**src/rtl/mips_run_pkg.sv**
```systemverilog
// Shared types for the MIPS run sequencer: FSM states, default halt PC
// and the run status bundle.
package mips_run_pkg;

  typedef enum logic [2:0] {
    IDLE,
    RSTHOLD,
    RUN,
    DONE,
    TIMEOUT
  } run_state_t;

  localparam logic [31:0] DEFAULT_HALT_ADDR = 32'hFFFF_FFFC;

  typedef struct packed {
    logic running;
    logic done;
    logic timeout;
  } run_status_t;

endpackage

```
**src/rtl/mips_run_halt_detect.sv**
```systemverilog
// Program-completion detector: flags a halt when the PC hits the halt address
// or sits on the same value for STALL_CYCLES consecutive comparisons.
module mips_run_halt_detect
  import mips_run_pkg::*;
#(
  parameter int                ADDR_W       = 32,
  parameter logic [ADDR_W-1:0] HALT_ADDR    = ADDR_W'(DEFAULT_HALT_ADDR),
  parameter int                STALL_CYCLES = 3
) (
  input  logic              clock_i,
  input  logic              reset_i,
  input  logic              clear_i,
  input  logic              en_i,
  input  logic [ADDR_W-1:0] pcAddr_i,
  output logic              halt_o
);

  localparam int SW = (STALL_CYCLES > 1) ? $clog2(STALL_CYCLES) : 1;
  localparam logic [SW-1:0] STALL_LAST = (STALL_CYCLES > 0) ? SW'(STALL_CYCLES - 1) : '0;

  logic [ADDR_W-1:0] prev_pc_q;
  logic              prev_vld_q;
  logic [SW-1:0]     stall_q;
  logic              same_pc;
  logic              stall_hit;

  // The first enabled sample of a run has nothing to compare against.
  assign same_pc   = prev_vld_q && (pcAddr_i == prev_pc_q);
  assign stall_hit = (STALL_CYCLES != 0) && same_pc && (stall_q == STALL_LAST);
  assign halt_o    = (pcAddr_i == HALT_ADDR) || stall_hit;

  always_ff @(posedge clock_i) begin
    if (reset_i || clear_i) begin
      prev_pc_q  <= '0;
      prev_vld_q <= 1'b0;
      stall_q    <= '0;
    end else if (en_i) begin
      prev_pc_q  <= pcAddr_i;
      prev_vld_q <= 1'b1;
      if (!same_pc) begin
        stall_q <= '0;
      end else if (stall_q != STALL_LAST) begin
        stall_q <= stall_q + 1'b1;
      end
    end
  end

endmodule

```
**src/rtl/mips_run_sequencer.sv**
```systemverilog
// Run controller for the pipelined MIPS core: reset hold, run, halt/timeout.
// Optional single-step gating is enabled with MIPS_RUN_SEQUENCER_STEP_EN.
module mips_run_sequencer
  import mips_run_pkg::*;
#(
  parameter int                ADDR_W       = 32,
  parameter int                CNT_W        = 32,
  parameter int                RESET_CYCLES = 2,
  parameter int                MAX_CYCLES   = 1000,
  parameter logic [ADDR_W-1:0] HALT_ADDR    = ADDR_W'(DEFAULT_HALT_ADDR),
  parameter int                STALL_CYCLES = 3
) (
  input  logic              clock_i,
  input  logic              reset_i,
  input  logic              start_i,
  input  logic [ADDR_W-1:0] pcAddr_i,
`ifdef MIPS_RUN_SEQUENCER_STEP_EN
  input  logic              step_i,
  input  logic              stepMode_i,
`endif
  output logic              coreReset_o,
  output logic              coreClockEn_o,
  output logic              running_o,
  output logic              done_o,
  output logic              timeout_o,
  output logic [CNT_W-1:0]  cycleCount_o,
  output logic [ADDR_W-1:0] haltPc_o
);

  localparam int RST_W = (RESET_CYCLES > 1) ? $clog2(RESET_CYCLES) : 1;
  localparam logic [RST_W-1:0] RST_LOAD   = RST_W'(RESET_CYCLES - 1);
  localparam logic [CNT_W-1:0] LAST_CYCLE = CNT_W'(MAX_CYCLES - 1);

  run_state_t        state_q;
  logic [RST_W-1:0]  rst_cnt_q;
  logic              core_reset_q;
  logic              clk_en_q;
  run_status_t       status_q;
  logic [CNT_W-1:0]  cycle_cnt_q;
  logic [ADDR_W-1:0] halt_pc_q;
  logic              run_en;
  logic              halt;

`ifdef MIPS_RUN_SEQUENCER_STEP_EN
  // In step mode the enable follows step within the same cycle so that the
  // core edge and the counted cycle are the same one.
  assign run_en        = !stepMode_i || step_i;
  assign coreClockEn_o = clk_en_q && ((state_q != RUN) || run_en);
`else
  assign run_en        = 1'b1;
  assign coreClockEn_o = clk_en_q;
`endif

  mips_run_halt_detect #(
    .ADDR_W       (ADDR_W),
    .HALT_ADDR    (HALT_ADDR),
    .STALL_CYCLES (STALL_CYCLES)
  ) u_halt_detect (
    .clock_i  (clock_i),
    .reset_i  (reset_i),
    .clear_i  (state_q != RUN),
    .en_i     ((state_q == RUN) && run_en),
    .pcAddr_i (pcAddr_i),
    .halt_o   (halt)
  );

  always_ff @(posedge clock_i) begin
    if (reset_i) begin
      state_q      <= IDLE;
      rst_cnt_q    <= '0;
      core_reset_q <= 1'b1;
      clk_en_q     <= 1'b0;
      status_q     <= '0;
      cycle_cnt_q  <= '0;
      halt_pc_q    <= '0;
    end else begin
      case (state_q)
        IDLE, DONE, TIMEOUT: begin
          if (start_i) begin
            state_q      <= RSTHOLD;
            rst_cnt_q    <= RST_LOAD;
            cycle_cnt_q  <= '0;
            core_reset_q <= 1'b1;
            clk_en_q     <= 1'b1;
            status_q     <= '0;
          end
        end
        RSTHOLD: begin
          if (rst_cnt_q == '0) begin
            state_q          <= RUN;
            core_reset_q     <= 1'b0;
            status_q.running <= 1'b1;
          end else begin
            rst_cnt_q <= rst_cnt_q - 1'b1;
          end
        end
        RUN: begin
          if (run_en) begin
            if (cycle_cnt_q != '1) begin
              cycle_cnt_q <= cycle_cnt_q + 1'b1;
            end
            // Halt outranks budget expiry detected in the same cycle.
            if (halt) begin
              state_q   <= DONE;
              clk_en_q  <= 1'b0;
              status_q  <= '{running: 1'b0, done: 1'b1, timeout: 1'b0};
              halt_pc_q <= pcAddr_i;
            end else if (cycle_cnt_q == LAST_CYCLE) begin
              state_q   <= TIMEOUT;
              clk_en_q  <= 1'b0;
              status_q  <= '{running: 1'b0, done: 1'b0, timeout: 1'b1};
              halt_pc_q <= pcAddr_i;
            end
          end
        end
        default: state_q <= IDLE;
      endcase
    end
  end

  assign coreReset_o  = core_reset_q;
  assign running_o    = status_q.running;
  assign done_o       = status_q.done;
  assign timeout_o    = status_q.timeout;
  assign cycleCount_o = cycle_cnt_q;
  assign haltPc_o     = halt_pc_q;

endmodule

```
**config.mk**
```make
export PLATFORM = sky130hd
export DESIGN_NAME = mips_run_sequencer
export DESIGN_NICKNAME = d
export VERILOG_FILES = /design/src/rtl/mips_run_pkg.sv /design/src/rtl/mips_run_halt_detect.sv /design/src/rtl/mips_run_sequencer.sv
export SDC_FILE = /design/constraint.sdc
export NUM_CORES = 1
export LEC_CHECK = 0
export CAP_MARGIN = 30
export CELL_PAD_IN_SITES_DETAIL_PLACEMENT = 1
export CELL_PAD_IN_SITES_GLOBAL_PLACEMENT = 2
export CORE_UTILIZATION = 35
export CTS_BUF_LIST = sky130_fd_sc_hd__clkbuf_8
export DETAILED_ROUTE_END_ITERATION = 10
export PLACE_DENSITY_LB_ADDON = 0.2
export SLEW_MARGIN = 30
export SYNTH_ARGS = -nofsm -noshare
export SYNTH_HDL_FRONTEND = slang
export SYNTH_HIERARCHICAL = 1
export SYNTH_SLANG_ARGS = --single-unit
```
**constraint.sdc**
```tcl
create_clock -name clock_i -period 4.4 [get_ports clock_i]
set_clock_uncertainty 0.15 [all_clocks]
set_input_delay 0.44 -clock clock_i [delete_from_list [all_inputs] [get_ports clock_i]]
set_output_delay 0.44 -clock clock_i [all_outputs]
set_load 0.005 [all_outputs]
```
==> metrics.md <==
| Metric | Value |
|---|---|
| Outcome | completed |
| Yosys reg bits | 108 |
| Die ar. | 16600 um2 |
| # DRC | 0 |
| FP Rows | 46 |
| Max Transition Viols Final | 0 |
| Max_cap viols | 0 |
| Die Width | 129 um |
| I/O Pins | 104 |
| Grt ovf | 0 |
| Relative slew slack | 43.0% |
| Crit path kind | in2reg |
| Leakage | 0.00219 uW |
| Net Count, Synth | 667 |
| H-tree levels | 3 |
| Post-CTS setup buffers | 0 |
| Worst Tran Pin Value | 0.848 ns |
| Hold Slack | 0.315 ns |
| Placed cells | 918 |
| CTS tree | built |
| First-pass GRT wire length | 27900 um |
| Mapped cell area | 5640 um2 |
| Die Y | 129 um |
| Num CTS Buffers | 9 |
| Final min period | 3.35 ns |
| Antenna diode count | 0 |
| Synth-to-layout area growth | 24.3% |
| Area of the multi-input gates | 3220 um2 |
| Distinct cell type count after synthesis | 80 |
| Worst vdd ir | 0.161 mV |
| Nets | 750 |
| Req. time, crit path | 4.58 ns |
| Top cell type's share of synthesized area | 38.3% |
| Placer Congestion | 0.838 |
| Pwr/cell area | 269 nW/um2 |
| Antenna violations before repair | 0 |
| CORE AREA | 15800 um2 |
| Layout cells sized above 1 | 8.50% |
| Worst setup margin | 1.05 ns |
| Synth area leaders | dfxtp_1 38%, mux2i_1 11%, nand2_1 6.4% |
| Synth warn | 6 |
| Total iterations of the first detailed-routing run | 4 |
| Startpoint Class | input port |
| Reg area | 2160 um2 |
| Clock-pin slew on the worst setup and hold paths | 0.11 ns |
| # hold bufs at CTS | 0 |
| Post-Syn Instances | 630 |
| Vias in the first global route | 5172 |
| Synth Area per Inst | 8.95 um2 |
| Fillers | 1851 |
| Clock sinks | 108 |
| Post-synth EDFFs | 0 |
| Setup TNS | 0 ns |
| Clock latency on the worst-skew pair | 0.40 ns |
| Routed WL per cell | 18.4 um |
| Dpl ws | 0.639 ns |
| Most used DFF post-synth | dfxtp_1 |
| Endpoints failing hold | 0 |
| IO buf count | 103 |
| HP Class | reg2reg |
| DR vias/cell | 5.52 |
| Gr usage total | 21.5% |
| Clock Path Buffers | 2 |
| Post-synthesis sequential area ratio | 38.3% |
| Post-route ant nets | 0 |
| Non-Filler Instances | 934 |
| Clk root buf | clkbuf_8 |
| Largest area contributor in the synthesized netlist | dfxtp_1 |
| Final wirelength | 17200 um |
| R2R Setup Slk | 1.26 ns |
| Initial core utilization | 35.6% |
| Async S/R FF share, synth | 0% |
| Fmax | 298 MHz |
| Crit-path max FO | 32 |
| Fin util | 44.3% |
| Final setup fails | 0 |
| Kind of end point of the critical path | flip-flop |
| Post-CTS sizing | 0 |
| Routed via count | 5158 |
| RSZ-0062 raised after global routing | false |
| Number of DRC markers in iteration 0 | 208 |
| Data arrival, critical path | 3.53 ns |
| Post-DP HPWL | 12200 um |
| Largest net degree at the start of global routing | 47 |
| Period Utilization, post-route | 76.2% |
## synthesized netlist by cell type, types with 3 or more instances
library cell    n
a211oi_1        6
a21oi_1        16
a311oi_1        7
a31oi_1        12
a41oi_1         9
and2_1          3
and3_1          5
buf_2          11
buf_6           3
clkbuf_1       21
dfxtp_1       108
inv_1          11
mux2i_1        64
nand2_1        96
nand2b_1        3
nand3_1        15
nand4_1        22
nand4_2         4
nor2_1         52
nor2b_1         3
nor3_1         11
nor4_1          9
o21a_1          6
o21ai_0         7
o311ai_0       10
o31a_1          3
o31ai_1         8
o41ai_1         8
or4_1           4
xnor2_1        21
xnor2_2         4
xor2_1          7
## path summary, 6_finish.rpt
kind                                            startpoint                         to  depth (start not counted)
setup reg to reg  u_halt_detect/prev_pc_q[30]$_SDFFE_PP0P_  haltPc_o[12]$_SDFFE_PP0P_                          8
setup / recovery                              pcAddr_i[30]  haltPc_o[12]$_SDFFE_PP0P_                          9
hold / removal                    haltPc_o[8]$_SDFFE_PP0P_   haltPc_o[8]$_SDFFE_PP0P_                          2
hold reg to reg                   haltPc_o[8]$_SDFFE_PP0P_   haltPc_o[8]$_SDFFE_PP0P_                          2
## critical path, stage by stage
cell,delay (ns)
clkdlybuf4s50_1,0.49
xnor2_1,0.38
nand4_1,0.15
nor3_1,0.22
nand4_1,0.14
o41ai_2,0.68
o21a_2,0.23
buf_4,0.49
mux2i_1,0.28
## layout by cell type, fill, tap and decap left out, types with 8 or more instances in the layout
cell | netlist | layout
a41oi_1 | 9 | 9
a31oi_1 | 12 | 12
nor3_1 | 11 | 10
clkdlybuf4s50_1 | 0 | 103
xnor2_1 | 21 | 21
inv_1 | 11 | 11
o41ai_1 | 8 | 8
nor4_1 | 9 | 9
clkbuf_8 | 1 | 9
o311ai_0 | 10 | 10
o31ai_1 | 8 | 8
a21oi_1 | 16 | 16
dfxtp_1 | 108 | 108
nand3_1 | 15 | 15
nor2_1 | 52 | 52
buf_4 | 2 | 10
nand4_1 | 22 | 22
mux2i_1 | 64 | 64
nand2_1 | 96 | 96
## cells by family (layout without fill, tap and decap cells)
kind of cell / count (synthesis) / after routing / synth area share [%]
buffers and inverters: 53 / 141 / 4.75
adders and majority gates: 2 / 2 / 0.444
and+or+nand+nor: 258 / 258 / 24.2
xor gates and xnor gates: 32 / 32 / 5.50
AOI/OAI and AO/OA: 113 / 113 / 15.4
DFF: 108 / 108 / 38.3
muxes: 64 / 64 / 11.4
## per-stage QoR
stage	area, um2	total power, uW
after detailed placement	6810	1250
after floorplan	5640	1150
after global placement	6800	1250
final	7010	1890
after CTS	7010	1910
after global routing	7010	1970
## layer usage
layer	track usage [%]	vias up	wire length (um)	share of wire, %
met1	30.4	2523	8590	50
li1	-	2486	-	-
met4	5.74	0	102	0.59
met3	4.66	8	933	5.4
met2	33.0	141	7590	44
met5	0	-	0	0
## power breakdown
group / switching [uW] / internal [uW] / leakage, uW
registers: 10.2 / 986 / 0.000871
clock network: 386 / 273 / 0.000101
logic: 138 / 95.0 / 0.00122
total: 535 / 1350 / 0.00219
## registers in the layout, indices dropped and copies added (netlist names)
signal	cells
done_o	1
cycleCount_o	32
u_halt_detect/prev_pc_q	32
u_halt_detect/prev_vld_q	1
rst_cnt_q	1
coreReset_o	1
state_q	3
haltPc_o	32
u_halt_detect/stall_q	2
timeout_o	1
coreClockEn_o	1
running_o	1
## area by class of cell
cell class,count,share of cell area (%)
inverters,12,0.642
multi-input cells,469,46.0
clock inverters,7,1.16
well taps,216,3.85
clock buffers,9,1.77
flip-flops and latches,108,30.8
repair buffers,113,15.8
Power figures use the tool's default switching activity.
